--- src/rtl/ahblite_slave_mux.sv ---
// AHB-Lite response multiplexer: routes the selected slave's data-phase response back to the master,
// and provides a built-in default slave that answers unmapped or disabled accesses with a two-cycle ERROR.
module ahblite_slave_mux #(
    parameter bit Port0_en = 1'b1,
    parameter bit Port1_en = 1'b1,
    parameter bit Port2_en = 1'b1,
    parameter bit Port3_en = 1'b1,
    parameter bit Port4_en = 1'b1
) (
    input  logic        HCLK,
    input  logic        HRESETn,
    input  logic [31:0] HADDR,
    input  logic [1:0]  HTRANS,

    input  logic        P0_HSEL,
    input  logic        P1_HSEL,
    input  logic        P2_HSEL,
    input  logic        P3_HSEL,
    input  logic        P4_HSEL,

    input  logic        P0_HREADYOUT,
    input  logic        P1_HREADYOUT,
    input  logic        P2_HREADYOUT,
    input  logic        P3_HREADYOUT,
    input  logic        P4_HREADYOUT,

    input  logic        P0_HRESP,
    input  logic        P1_HRESP,
    input  logic        P2_HRESP,
    input  logic        P3_HRESP,
    input  logic        P4_HRESP,

    input  logic [31:0] P0_HRDATA,
    input  logic [31:0] P1_HRDATA,
    input  logic [31:0] P2_HRDATA,
    input  logic [31:0] P3_HRDATA,
    input  logic [31:0] P4_HRDATA,

    output logic        HREADY,
    output logic        HRESP,
    output logic [31:0] HRDATA,

    input  logic        ERR_CLR,
    output logic [15:0] ERR_CNT,
    output logic [31:0] ERR_ADDR
);

    localparam int NPORTS = 5;

    localparam logic [1:0] HTRANS_NONSEQ = 2'b10;
    localparam logic [1:0] HTRANS_SEQ    = 2'b11;

    localparam logic [NPORTS-1:0] PORT_EN = {Port4_en, Port3_en, Port2_en, Port1_en, Port0_en};

    typedef enum logic [1:0] {
        DEF_IDLE = 2'd0,
        DEF_ERR1 = 2'd1,
        DEF_ERR2 = 2'd2
    } def_state_t;

    def_state_t        def_state;
    logic [NPORTS-1:0] sel_q;

    logic [NPORTS-1:0] hsel_v;
    logic [NPORTS-1:0] hreadyout_v;
    logic [NPORTS-1:0] hresp_v;
    logic [31:0]       hrdata_v [NPORTS];

    logic [NPORTS-1:0] en_sel;
    logic              active;
    logic              sample;
    logic              unmapped;
    logic              err_inc;

    assign hsel_v      = {P4_HSEL, P3_HSEL, P2_HSEL, P1_HSEL, P0_HSEL};
    assign hreadyout_v = {P4_HREADYOUT, P3_HREADYOUT, P2_HREADYOUT, P1_HREADYOUT, P0_HREADYOUT};
    assign hresp_v     = {P4_HRESP, P3_HRESP, P2_HRESP, P1_HRESP, P0_HRESP};

    assign hrdata_v[0] = P0_HRDATA;
    assign hrdata_v[1] = P1_HRDATA;
    assign hrdata_v[2] = P2_HRDATA;
    assign hrdata_v[3] = P3_HRDATA;
    assign hrdata_v[4] = P4_HRDATA;

    // A disabled port looks exactly like unmapped space to the rest of the logic.
    assign en_sel   = hsel_v & PORT_EN;
    assign active   = (HTRANS == HTRANS_NONSEQ) || (HTRANS == HTRANS_SEQ);
    assign sample   = HREADY;
    assign unmapped = (en_sel == '0) && active;
    assign err_inc  = sample && unmapped;

    // Data-phase response; lowest-index select wins if the decoder ever misbehaves.
    always_comb begin
        // NOTE: every output gets a default first so no path through this block can infer a latch.
        HREADY = 1'b1;
        HRESP  = 1'b0;
        HRDATA = '0;
        case (def_state)
            DEF_ERR1: begin
                HREADY = 1'b0;
                HRESP  = 1'b1;
            end
            DEF_ERR2: begin
                HREADY = 1'b1;
                HRESP  = 1'b1;
            end
            default: begin
                for (int i = NPORTS - 1; i >= 0; i--) begin
                    if (sel_q[i]) begin
                        HREADY = hreadyout_v[i];
                        HRESP  = hresp_v[i];
                        HRDATA = hrdata_v[i];
                    end
                end
            end
        endcase
    end

    // Select register and default-slave FSM; both advance only on an address-phase sample.
    always_ff @(posedge HCLK or negedge HRESETn) begin
        if (!HRESETn) begin
            // NOTE: state uses non-blocking assignments so every flop sees pre-edge values of the others.
            sel_q     <= '0;
            def_state <= DEF_IDLE;
        end else begin
            if (sample) begin
                sel_q <= en_sel;
            end
            case (def_state)
                DEF_IDLE: if (err_inc) def_state <= DEF_ERR1;
                DEF_ERR1: def_state <= DEF_ERR2;
                DEF_ERR2: def_state <= err_inc ? DEF_ERR1 : DEF_IDLE;
                default:  def_state <= DEF_IDLE;
            endcase
        end
    end

    // Error log: an increment in the same cycle as a clear restarts the log at this error.
    always_ff @(posedge HCLK or negedge HRESETn) begin
        if (!HRESETn) begin
            ERR_CNT  <= '0;
            ERR_ADDR <= '0;
        end else if (err_inc) begin
            ERR_ADDR <= HADDR;
            if (ERR_CLR) begin
                ERR_CNT <= 16'd1;
            end else if (ERR_CNT != 16'hFFFF) begin
                ERR_CNT <= ERR_CNT + 16'd1;
            end
        end else if (ERR_CLR) begin
            ERR_CNT  <= '0;
            ERR_ADDR <= '0;
        end
    end

endmodule

--- config.mk ---
export PLATFORM = sky130hd
export DESIGN_NAME = ahblite_slave_mux
export DESIGN_NICKNAME = d
export VERILOG_FILES = /design/src/rtl/ahblite_slave_mux.sv
export SDC_FILE = /design/constraint.sdc
export NUM_CORES = 1
export LEC_CHECK = 0
export CORE_AREA = 2 2 114 116
export DETAILED_ROUTE_END_ITERATION = 6
export DIE_AREA = 0 0 116 118
export GPL_TIMING_DRIVEN = 0
export PLACE_DENSITY_LB_ADDON = 0.2
export REMOVE_ABC_BUFFERS = 1
export SETUP_SLACK_MARGIN = 0.5
export SYNTH_ARGS = -nofsm -noshare
export SYNTH_HDL_FRONTEND = slang
export SYNTH_SLANG_ARGS = --single-unit
--- constraint.sdc ---
create_clock -name HCLK -period 3.1 [get_ports HCLK]
set_input_delay 0.465 -clock HCLK [delete_from_list [all_inputs] [get_ports HCLK]]
set_output_delay 0.465 -clock HCLK [all_outputs]
set_load 0.01 [all_outputs]
# Yosys cells after proc, flatten, opt, wreduce, memory -nomap -nowiden
# Index checks and enable logic that the tools add are counted.
# W data, S select, Z words.
# op_classes
multipliers,0
n_reduce_logical,9
mux,27
magnitude_cmp,0
shift,0
eq_ne,6
n_addsub,1
n_div,0
bitwise_logic,0
# ops
cell,n
$mux W32,8
$mux W16,4
$add A16 B1 Y16 const B,1
$ne A16 B16 Y1 const B,1
$mux W1,12
$eq A2 B2 Y1 const B,3
$pmux W2 S3,1
$logic_not A5 Y1,1
$reduce_bool A2 Y1,2
$eq A2 B1 Y1 const B,1
$logic_and A1 B1 Y1,2
$logic_not A2 Y1,1
$mux W2,1
$ne A2 B2 Y1 const B,1
$pmux W1 S2,1
$reduce_and A2 Y1,1
$reduce_or A2 Y1,1
$logic_or A1 B1 Y1,1
# word_totals
inputBits,212
latchBits,0
romBits,0
ff_bits,55
memories,0
wordCells,47
mem_bits_rw,0
output_inout_bits,82

# Logic depth before layout (Yosys ltp)
# Gate-level depths: netlist (run 1).
# logic_depth
ltp_word,9
depth_mapped,10
mapped_depth_nobuf,7

# Worst setup path after synthesis (run 1)
# Ideal clock, no wire load.
# synth_timing
kind,register -> output
start,register sel_q[3]
end,output HRDATA[10]
path_stages_with_launch,8
setup_slack_ns,0.821
arrival_time_ns,1.814
t_required_ns,2.635
cell_sequence,dfrtp_1 > buf_6 > nor2b_1 > clkbuf_1 > clkbuf_1 > a221oi_1 > a211o_1 > a221oi_1
# synth_between
elab_chain_len,5
# synth_lines
element,line,rtl
start: declaration,62,logic [NPORTS-1:0] sel_q;
start signal: assignment,127,sel_q <= en_sel;
$mux W32 (4 in series),109,if (sel_q[i]) begin
$mux W32,98,case (def_state)
end: declaration,41,"output logic [31:0] HRDATA,"
# No other way between the ends.

# Worst setup path in the final report (run 1)
# layout_timing
start,register sel_q[3]
end,output HRDATA[0]
# Same word-level chain as after synthesis.

==> qor.yml, run 1 <==
status:
  status: "complete, no violations"
synth:
  synth_edf_count: 0
  synthSimpleGateAreaFrac: 0.167
  synth.area.mux_share: 0.0335
  syn-cell-area_um2: 4110
  seq_area_frac_synth: 0.335
  synth_top_family_by_area: "compound AO/OA/AOI/OAI gates"
  synth_cell_type_count: 50
  synth_compound_area_frac: 0.332
  synth_fa_ha_area_frac: 0.0152
  syn_inst: 517
  synth_warnings: 0
  ys_ff_latch: 55
  async_reset_ff_frac: 1.00
  avgSynthCellArea_um2: 7.95
  synthFlopType: "dfrtp_1"
  synth_xor_area_frac: 0
clock_network:
  cts.hold.buffers_added: 0
  clockBufferDepth: 2
  cts_buffers: 5
  clk_latency_ps: 290
  cts.reportedPaths.clkPinSlew_ps: 70
  root_buffer: "clkbuf_16"
  cts_max_level: 2
  tritoncts: "built"
  clock-sinks: 55
worst_setup_path:
  worstSetupPathType: "reg2out"
  reg2reg_from: "sel_q[3]$_DFFE_PN0P_"
  cp_top_family: "compound AO/OA/AOI/OAI gates"
  cp_common_cell: "buf_6"
  crit_path_end_kind: "output pin"
  critPathBufInv: 3
  arrival_ps: 2110
  slowest_stage: "dfrtp_4"
  r2r_cells: 7
  required_ps: 2630
  reg2reg_to: "ERR_CNT[3]$_DFFE_PN0P_"
  reg2reg_slack_ps: 650
  critPathMaxFanout: 9
  path_cells: "nor2b_4 > buf_6 > buf_6 > a221oi_1 > a211o_1 > a221oi_2 > clkdlybuf4s15_2"
  crit_start: "sel_q[3]$_DFFE_PN0P_"
  critPathLaunchType: "flip-flop"
  path_depth: 7
  cp-endpoint: "HRDATA[0]"
  cpPeakStageDelay_ps: 520
power:
  power_density_nw_per_um2: 619
  pwr-share-clk: 0.128
  power_leakage_nw: 3.16
  swShare: 0.437
  pwr-share-comb: 0.674
  ir_drop_mv: 0.612
  pwr-share-seq: 0.198
  intPower_w: 0.00260
  p_sw_w: 0.00201
finish:
  fillers: 1128
  post-route-util: 0.601
  multi_input_area_um2: 2340
  regArea_um2: 1390
  fin_nets: 1005
  synthToLayoutAreaGrowth_pct: 81.5
  n_antenna_cell: 0
  drive_above_1_share: 0.124
global_route:
  grt_pass1_vias: 4997
  antenna_found_initial: 0
  grt-ovfl-total: 0
  grt_max_degree: 55
  grt_usage: 0.247
  grt_pass1_wl_um: 27100
place:
  numPortBuffers: 292
  post-place-ws_ps: -718
  hpwl_um: 12600
  place.gp.congestion: 0.872
floorplan:
  die_height_um: 118
  core_area_um2: 12400
  placementRows: 41
  ioPinCount: 294
  start_util: 0.331
  dieWidth_um: 116
  die_area_um2: 13700
timing:
  period_share: 0.831
  clock.fmax_mhz: 388
  relSlewSlack: 0.440
  final.setup.worst_slack_ps: 524
  hold_viol: 0
  post-route-min-period_ps: 2580
  rsz0062_at_grt: "yes"
  fin_worst_skew_ps: 7.37
  worstMarginPinSlew_ps: 837
  setup_viol: 0
  slew_viol_final: 0
drt:
  wirelength_um: 17900
  first_iter_violations: 380
  drc_errors: 0
  drt_pass1_iterations: 5
  drt-wirelength-per-cell_um: 18.6
  vias: 5118
  ant_nets: 0
  viasPerCell: 5.33
flow_run:
  drv_cap: 0
worst_hold_path:
  worstHoldPathType: "in2async"
==> worst min path at each step <==
stage	from	to	slack (ps)	depth (start not counted)
3_5_place_dp	HRESETn	ERR_ADDR[5]$_DFFE_PN0P_	510	1
2_1_floorplan	HRESETn	ERR_ADDR[0]$_DFFE_PN0P_	170	0
4_1_cts	HRESETn	ERR_ADDR[5]$_DFFE_PN0P_	190	1
6_report	HRESETn	ERR_ADDR[5]$_DFFE_PN0P_	170	1
3_3_place_gp	sel_q[4]$_DFFE_PN0P_	sel_q[4]$_DFFE_PN0P_	510	1
5_1_grt	HRESETn	ERR_ADDR[5]$_DFFE_PN0P_	220	1
==> Yosys cell counts (3+ instances only) <==
cell      instances  area (um^2)
mux2_2            9          101
nor3_1            7         35.0
a31oi_1           4         25.0
clkbuf_1         43          161
buf_2             6         30.0
inv_1            70          263
a21oi_1          37          185
a221oi_1         65          569
and4_1            3         26.3
and4b_1           3         30.0
nor2_1           12         45.0
nand3_1           6         30.0
a211o_1          32          280
nor4bb_1          3         30.0
ha_1              5         62.6
dfrtp_1          55         1380
nand2_1          73          274
nor2b_1          10         62.6
o21ai_0          36          180
==> layout by cell type (no fill, tap or decap), drive strengths merged, types with 2 or more instances in the layout <==
master and instances:
nor2b 10, ha 5, and3 2, a211oi 2
nor2 12, buf 46, nor4 3, a31oi 4
inv 70, a311oi 2, a41oi 2, clkinv 2
nor3 8, a221oi 65, o21ai 36, clkdlybuf4s50 257
dfrtp 55, nor4bb 3, and4 3, clkbuf 17
nor3b 2, a21oi 37, a211o 32, or3 2
nand2 73, mux2 11, nand4 2, nand3 6
and4b 3
==> cell type report <==
cell class	count	share of cell area
multi-input combinational	339	0.314
clock buffer	6	0.0186
timing repair buffer	316	0.414
sequential	55	0.186
tap	172	0.0289
clock inverter	2	0.00218
inverter	71	0.0359
==> sequential cells by signal (all words and copies together) (netlist names) <==
register,cells
ERR_ADDR,32
sel_q,5
ERR_CNT,16
def_state,2
==> layer usage <==
layer / GRT usage / wire, um / part of all wire / vias to the layer above
met5: 0 / 0 / 0 / -
met3: 0.0566 / 1520 / 0.085 / 32
met1: 0.321 / 7350 / 0.41 / 2415
li1: - / - / - / 2427
met4: 0.0595 / 408 / 0.023 / 0
met2: 0.415 / 8590 / 0.48 / 244
==> cell families (layout without fill, tap and decap cells) <==
| group | Yosys count | after routing |
|---|---|---|
| fa+ha+maj | 5 | 5 |
| mux | 12 | 12 |
| compound gates | 188 | 188 |
| simple gates | 134 | 134 |
| flops | 55 | 55 |
| buf+inv | 123 | 395 |
==> through the flow <==
step	hold WS (ps)	cell area [um^2]	instances	setup TNS [ps]	power (W)
after global placement	507	7030	929	-162550	0.00382
after floorplan	169	3890	465	-34660	0.00238
after global routing	218	7460	961	0	0.00487
after CTS	191	7500	960	0	0.00463
final	175	7460	961	0	0.00461
after detailed placement	507	7210	936	-21660	0.00399
==> power groups by stage <==
| stage | Sequential [W] | Clock [W] | Combinational (W) |
|---|---|---|---|
| after global routing | 0.000925 | 0.000626 | 0.00332 |
| after CTS | 0.000909 | 0.000599 | 0.00312 |
| after floorplan | 0.00111 | 0 | 0.00128 |
| after global placement | 0.00127 | 0 | 0.00255 |
| final | 0.000914 | 0.000588 | 0.00311 |
| after detailed placement | 0.00104 | 0 | 0.00295 |
==> timing repair <==
| item | 4_1_cts | 5_1_grt |
|---|---|---|
| pin swaps | 2 | 1 |
| gates resized for setup | 92 | 68 |
| setup buffers | 16 | 1 |
| setup endpoints to repair | 89 | 33 |
Note: power is estimated with default switching activity, not from simulation.
==> run 2, diff against run 1 <==
--- a/config.mk
+++ b/config.mk
@@ -5,9 +5,9 @@
 export SDC_FILE = /design/constraint.sdc
 export NUM_CORES = 1
 export LEC_CHECK = 0
-export CORE_AREA = 2 2 114 116
+export CORE_ASPECT_RATIO = 0.75
+export CORE_UTILIZATION = 32
 export DETAILED_ROUTE_END_ITERATION = 6
-export DIE_AREA = 0 0 116 118
 export GPL_TIMING_DRIVEN = 0
 export PLACE_DENSITY_LB_ADDON = 0.2
 export REMOVE_ABC_BUFFERS = 1
==> constraint.sdc (replaced) <==
create_clock -name HCLK -period 2.2 [get_ports HCLK]
set_input_delay 0.33 -clock HCLK [delete_from_list [all_inputs] [get_ports HCLK]]
set_output_delay 0.33 -clock HCLK [all_outputs]
set_load 0.01 [all_outputs]
==> run 2 against run 1 <==
The flow now finishes with violations (setup timing). Via count up 13%. Global-route usage up 7.0 points. Clock skew down 1.8 ps. Wire length up 29%. First-iteration DRC count up 1.3%. Die area down 2.8%. Clock-buffer cell count up 1. Largest power group unchanged.
==> qor.yml, run 2 (same netlist as run 1, synthesis figures left out) <==
status:
  status: "finished with violations"  # was complete, no violations
  violations: "setup timing"
timing:
  setup_viol: 61  # was 0
  final.setup.worst_slack_ps: -236  # was 524 ps
  post-route-min-period_ps: 2440
  relSlewSlack: 0.321  # was 0.440
  setup-tns-final_ps: -5950  # was 0 ps
  fin_worst_skew_ps: 5.62  # was 7.37 ps
  hold_viol: 0  # unchanged
  period_share: 1.11
  clock.fmax_mhz: 410
  slew_viol_final: 0  # unchanged
  rsz0062_at_grt: "yes"  # unchanged
  worstMarginPinSlew_ps: 1020  # was 837 ps
place:
  hpwl_um: 12100  # was 12600 um
  post-place-ws_ps: -1450  # was -718 ps
  numPortBuffers: 292  # unchanged
  place.gp.congestion: 0.829  # was 0.872
floorplan:
  placementRows: 35  # was 41
  die_height_um: 100  # was 118 um
  dieWidth_um: 133  # was 116 um
  die_area_um2: 13300  # was 13700 um^2
  ioPinCount: 294  # unchanged
  start_util: 0.331  # about the same
  core_area_um2: 12400  # about the same
power:
  ir_drop_mv: 0.782  # was 0.612 mV
  power_leakage_nw: 4.06  # was 3.16 nW
  power_density_nw_per_um2: 883  # was 619 nW/um^2
worst_setup_path:
  required_ps: 1870  # was 2630 ps
  critPathLaunchType: "flip-flop"  # unchanged
  crit_path_end_kind: "output pin"  # unchanged
  arrival_ps: 2110  # about the same
  path_cells: "buf_6 > nor2b_4 > buf_12 > a221oi_4 > a211o_1 > a221oi_2 > buf_2"  # was nor2b_4 > buf_6 > buf_6 > a221oi_1 > a211o_1 > a221oi_2 > clkdlybuf4s15_2
  slowest_stage: "dfrtp_4"  # unchanged
  critPathMaxFanout: 7  # was 9
  worstSetupPathType: "reg2out"  # unchanged
  cpPeakStageDelay_ps: 500  # was 520 ps
flow_run:
  drv_cap: 0  # unchanged
drt:
  wirelength_um: 23000  # was 17900 um
  ant_nets: 0  # unchanged
  first_iter_violations: 385  # was 380
  viasPerCell: 5.66  # was 5.33
  drt-wirelength-per-cell_um: 22.5  # was 18.6 um
  vias: 5789  # was 5118
  drt_pass1_iterations: 5  # unchanged
  drc_errors: 0  # unchanged
global_route:
  grt_pass1_wl_um: 32500  # was 27100 um
  antenna_found_initial: 1  # was 0
  grt_max_degree: 37  # was 55
  grt_usage: 0.317  # was 0.247
  grt-ovfl-total: 0  # unchanged
  grt_pass1_vias: 5772  # was 4997
finish:
  fin_nets: 1072  # was 1005
  post-route-util: 0.747  # was 0.601
  largest_reg_flops: 32  # unchanged
  drive_above_1_share: 0.340  # was 0.124
  regMostFlops: "ERR_ADDR"  # unchanged
  synthToLayoutAreaGrowth_pct: 125  # was 81.5%
  final_cell_mix: "255 x clkdlybuf4s50_1, 67 x inv_1, 44 x nand2_1"  # was 257 x clkdlybuf4s50_1, 73 x nand2_1, 70 x inv_1
  final_common_cell: "clkdlybuf4s50_1"  # unchanged
  reg_top3: "ERR_ADDR (32), ERR_CNT (16), sel_q (5)"  # unchanged
clock_network:
  cts.hold.buffers_added: 0  # unchanged
  cts_max_level: 2  # unchanged
  root_buffer: "clkbuf_16"  # unchanged
  tritoncts: "built"  # unchanged
  clock-sinks: 55  # unchanged
  cts_buffers: 5  # unchanged
  cts.reportedPaths.clkPinSlew_ps: 70  # about the same
  clockBufferDepth: 2  # unchanged
  clk_latency_ps: 300  # was 290 ps
worst_hold_path:
  worstHoldPathType: "in2async"  # unchanged
run 2: cell types whose count changed in the layout (fill, tap and decap cells not counted), moves of 11 or more:
cell      previous run  this run
nand2_4              0        26
buf_12               3        14
buf_6                3        22
o21ai_2              0        27
buf_4               11        34
buf_2               22        33
a221oi_1            56        21
a221oi_2             9        43
o21ai_0             36         1
nand2_1             73        44
clkbuf_2            11         0
run 2: critical path: cells and delay by family (launching register included):
kind	cells	cell delay (ps)
simple gates	1	220
compound gates	3	570
flops	1	500
buf+inv	3	520
run 2: cell type report:
cell class                      instances  area (um^2)
Antenna cell                            1         2.50
Inverter                               71          272
Clock buffer                            7          133
Clock inverter                          1         30.0
Timing Repair Buffer                  381         4050
Fill cell                             809         3140
Sequential cell                        55         1400
Tap cell                              166          208
Multi-Input combinational cell        341         3160
run 2: worst paths after layout:
kind / startpoint / end / slack (ps) / cells past startpoint
max in group asynchronous: HRESETn / ERR_ADDR[8]$_DFFE_PN0P_ / 1620 / 2
max: sel_q[3]$_DFFE_PN0P_ / HRDATA[13] / -240 / 7
min reg2reg: ERR_ADDR[7]$_DFFE_PN0P_ / ERR_ADDR[7]$_DFFE_PN0P_ / 540 / 2
max reg2reg: def_state[1]$_DFFE_PN0P_ / ERR_ADDR[27]$_DFFE_PN0P_ / -70 / 13
min in group HCLK: ERR_ADDR[7]$_DFFE_PN0P_ / ERR_ADDR[7]$_DFFE_PN0P_ / 540 / 2
min: HRESETn / ERR_CNT[8]$_DFFE_PN0P_ / 3 / 1
run 2: routing by layer:
metal / global-route usage / up-vias / wire [um]
met5: 0 / - / 0
met4: 0.107 / 0 / 645
li1: - / 2589 / -
met2: 0.542 / 308 / 11600
met1: 0.401 / 2835 / 9130
met3: 0.0641 / 57 / 1610
run 2: report_power, final:
part | leakage, nW | total, W | internal, W | switching [W]
Clock | 0.0781 | 0.000919 | 0.000540 | 0.000379
Sequential | 0.739 | 0.00121 | 0.00111 | 0.0000989
Combinational | 3.24 | 0.00605 | 0.00300 | 0.00305
run 2: timing repair:
| action | in CTS | in global routing |
|---|---|---|
| cloned | 17 | 0 |
| setup buffers | 56 | 12 |
| pin swaps | 85 | 36 |
| setup endpoints to repair | 92 | 95 |
| resized for setup | 376 | 61 |
run 2: metrics by stage:
step | hold slack [ps] | total power (W) | instance area, um^2 | instances
final | 2.83 | 0.00817 | 9250 | 1023
after detailed placement | 322 | 0.00553 | 7160 | 929
after global routing | 28.7 | 0.00853 | 9250 | 1023
after CTS | 6.30 | 0.00786 | 8870 | 1010
after floorplan | 34.4 | 0.00336 | 3890 | 465
after global placement | 499 | 0.00536 | 7020 | 923
==> run 3, diff against run 2 <==
--- a/config.mk
+++ b/config.mk
@@ -6,6 +6,7 @@
 export NUM_CORES = 1
 export LEC_CHECK = 0
 export CORE_ASPECT_RATIO = 0.75
+export CORE_MARGIN = 8
 export CORE_UTILIZATION = 32
 export DETAILED_ROUTE_END_ITERATION = 6
 export GPL_TIMING_DRIVEN = 0
==> run 3 against run 2 <==
The flow finishes with violations (hold timing, setup timing). Clock power down 13%. Worst hold slack worse by 10 ps. Non-clock buffer count down 25. Global-route usage down 7.6 points. Flip-flop and latch count unchanged. Cell count down 1.8%.
==> qor.yml, run 3 (same netlist as run 1, synthesis figures left out) <==
finish:
  fillers: 988  # was 809
  multi_input_area_um2: 2780  # was 3160 um^2
  final_common_cell: "clkdlybuf4s50_1"  # unchanged
  final_cell_mix: "256 x clkdlybuf4s50_1, 69 x inv_1, 59 x nand2_1"  # was 255 x clkdlybuf4s50_1, 67 x inv_1, 44 x nand2_1
  largest_reg_flops: 32  # unchanged
  drive_above_1_share: 0.257  # was 0.340
  reg_top3: "ERR_ADDR (32), ERR_CNT (16), sel_q (5)"  # unchanged
  regMostFlops: "ERR_ADDR"  # unchanged
  fin_nets: 1050  # was 1072
  regArea_um2: 1400  # about the same
  n_antenna_cell: 0  # was 1
  synthToLayoutAreaGrowth_pct: 105  # was 125%
global_route:
  grt_pass1_vias: 5627  # was 5772
  antenna_found_initial: 1  # unchanged
  grt-ovfl-total: 0  # unchanged
  grt_usage: 0.241  # was 0.317
  grt_pass1_wl_um: 32000  # was 32500 um
  grt_max_degree: 57  # was 37
timing:
  post-route-min-period_ps: 2380  # was 2440 ps
  holdWs_ps: -7.13  # was 2.83 ps
  hold_viol: 8  # was 0
  relSlewSlack: 0.333  # was 0.321
  final.setup.worst_slack_ps: -178  # was -236 ps
  setup_viol: 75  # was 61
  slew_viol_final: 0  # unchanged
  period_share: 1.08  # was 1.11
  setup-tns-final_ps: -6560  # was -5950 ps
  rsz0062_at_grt: "yes"  # unchanged
  clock.fmax_mhz: 420  # was 410 MHz
  fin_worst_skew_ps: 5.03  # was 5.62 ps
  worstMarginPinSlew_ps: 1000  # was 1020 ps
worst_setup_path:
  critPathMaxFanout: 4  # was 7
  cpPeakStageDelay_ps: 510  # was 500 ps
  path_cells: "buf_4 > nor2b_1 > o31a_1 > o41a_1 > buf_6 > nor4_4 > mux2_4"  # was buf_6 > nor2b_4 > buf_12 > a221oi_4 > a211o_1 > a221oi_2 > buf_2
  required_ps: 2380  # was 1870 ps
  crit_path_end_kind: "flip-flop"  # was output pin
  worstSetupPathType: "reg2reg"  # was reg2out
  arrival_ps: 2560  # was 2110 ps
  critPathBufInv: 2  # was 3
  slowest_stage: "dfrtp_4"  # unchanged
  critPathLaunchType: "flip-flop"  # unchanged
  cp_top_family: "compound AO/OA/AOI/OAI gates"  # unchanged
  reg2reg_slack_ps: -180  # was -70 ps
power:
  ir_drop_mv: 0.674  # was 0.782 mV
  power_leakage_nw: 3.50  # was 4.06 nW
  power_density_nw_per_um2: 882  # was 883 nW/um^2
place:
  numPortBuffers: 292  # unchanged
  hpwl_um: 13900  # was 12100 um
  place.gp.congestion: 0.844  # was 0.829
clock_network:
  cts.reportedPaths.clkPinSlew_ps: 70  # about the same
  clockBufferDepth: 2  # unchanged
  cts_buffers: 5  # unchanged
  clk_latency_ps: 300  # about the same
  root_buffer: "clkbuf_16"  # unchanged
  clock-sinks: 55  # unchanged
  cts_max_level: 2  # unchanged
  tritoncts: "built"  # unchanged
floorplan:
  dieWidth_um: 147  # was 133 um
  placementRows: 36  # was 35
  start_util: 0.322  # was 0.331
  die_area_um2: 16800  # was 13300 um^2
  core_area_um2: 12700  # was 12400 um^2
  die_height_um: 114  # was 100 um
  ioPinCount: 294  # unchanged
drt:
  viasPerCell: 5.49  # was 5.66
  first_iter_violations: 372  # was 385
  ant_nets: 0  # unchanged
  vias: 5513  # was 5789
  drt-wirelength-per-cell_um: 22.1  # was 22.5 um
  drc_errors: 0  # unchanged
  wirelength_um: 22300  # was 23000 um
  drt_pass1_iterations: 5  # unchanged
status:
  status: "finished with violations"  # unchanged
  violations: "hold timing, setup timing"  # was setup timing
worst_hold_path:
  worstHoldPathType: "in2async"  # unchanged
flow_run:
  drv_cap: 0  # unchanged
run 3: layer usage:
| layer | global-route usage | share of wire | vias to the layer above |
|---|---|---|---|
| li1 | - | - | 2535 |
| met1 | 0.291 | 0.40 | 2684 |
| met2 | 0.426 | 0.50 | 247 |
| met3 | 0.0490 | 0.071 | 45 |
| met4 | 0.0698 | 0.029 | 2 |
| met5 | 0 | 0.00049 | - |
run 3: layout make-up:
cell class              count  share of cell area
multi-input cells         344               0.330
repair buffers            356               0.429
clock buffers               5              0.0148
clock inverters             3             0.00237
flip-flops and latches     55               0.166
well taps                 171              0.0254
inverters                  71              0.0322
run 3: final timing paths:
kind / from / end / cells after the start
max in group asynchronous: HRESETn / ERR_ADDR[8]$_DFFE_PN0P_ / 2
worst min-delay path: HRESETn / ERR_CNT[9]$_DFFE_PN0P_ / 1
worst max-delay path: sel_q[3]$_DFFE_PN0P_ / ERR_CNT[3]$_DFFE_PN0P_ / 7
min in group HCLK: ERR_ADDR[19]$_DFFE_PN0P_ / ERR_ADDR[19]$_DFFE_PN0P_ / 2
worst min register to register: ERR_ADDR[19]$_DFFE_PN0P_ / ERR_ADDR[19]$_DFFE_PN0P_ / 2
worst max register to register: sel_q[3]$_DFFE_PN0P_ / ERR_CNT[3]$_DFFE_PN0P_ / 7
run 3: what timing repair did:
action | in CTS | in global routing
pin swaps | 18 | 27
hold buffers | 0 | 0
setup buffers | 39 | 12
hold endpoints to repair | 0 | 0
gates cloned | 12 | 1
gates resized for setup | 287 | 43
endpoints found under the setup margin | 91 | 95
run 3: metrics by stage:
stage | power, W | cells | area (um^2) | worst slack (ps) | util
detailed placement | 0.00557 | 933 | 7140 | -1560 | 0.560
global placement | 0.00543 | 928 | 7030 | -3220 | 0.551
finish | 0.00744 | 1005 | 8430 | -178 | 0.662
floorplan | 0.00336 | 465 | 3890 | -1940 | -
global route | 0.00781 | 1005 | 8430 | -267 | 0.662
CTS | 0.00717 | 992 | 8220 | -206 | 0.644
run 3: power breakdown:
part	total (W)	leakage, nW	internal [W]	switching [W]
clock network	0.000795	0.0658	0.000421	0.000374
registers	0.00132	0.739	0.00111	0.000211
logic	0.00532	2.69	0.00257	0.00276
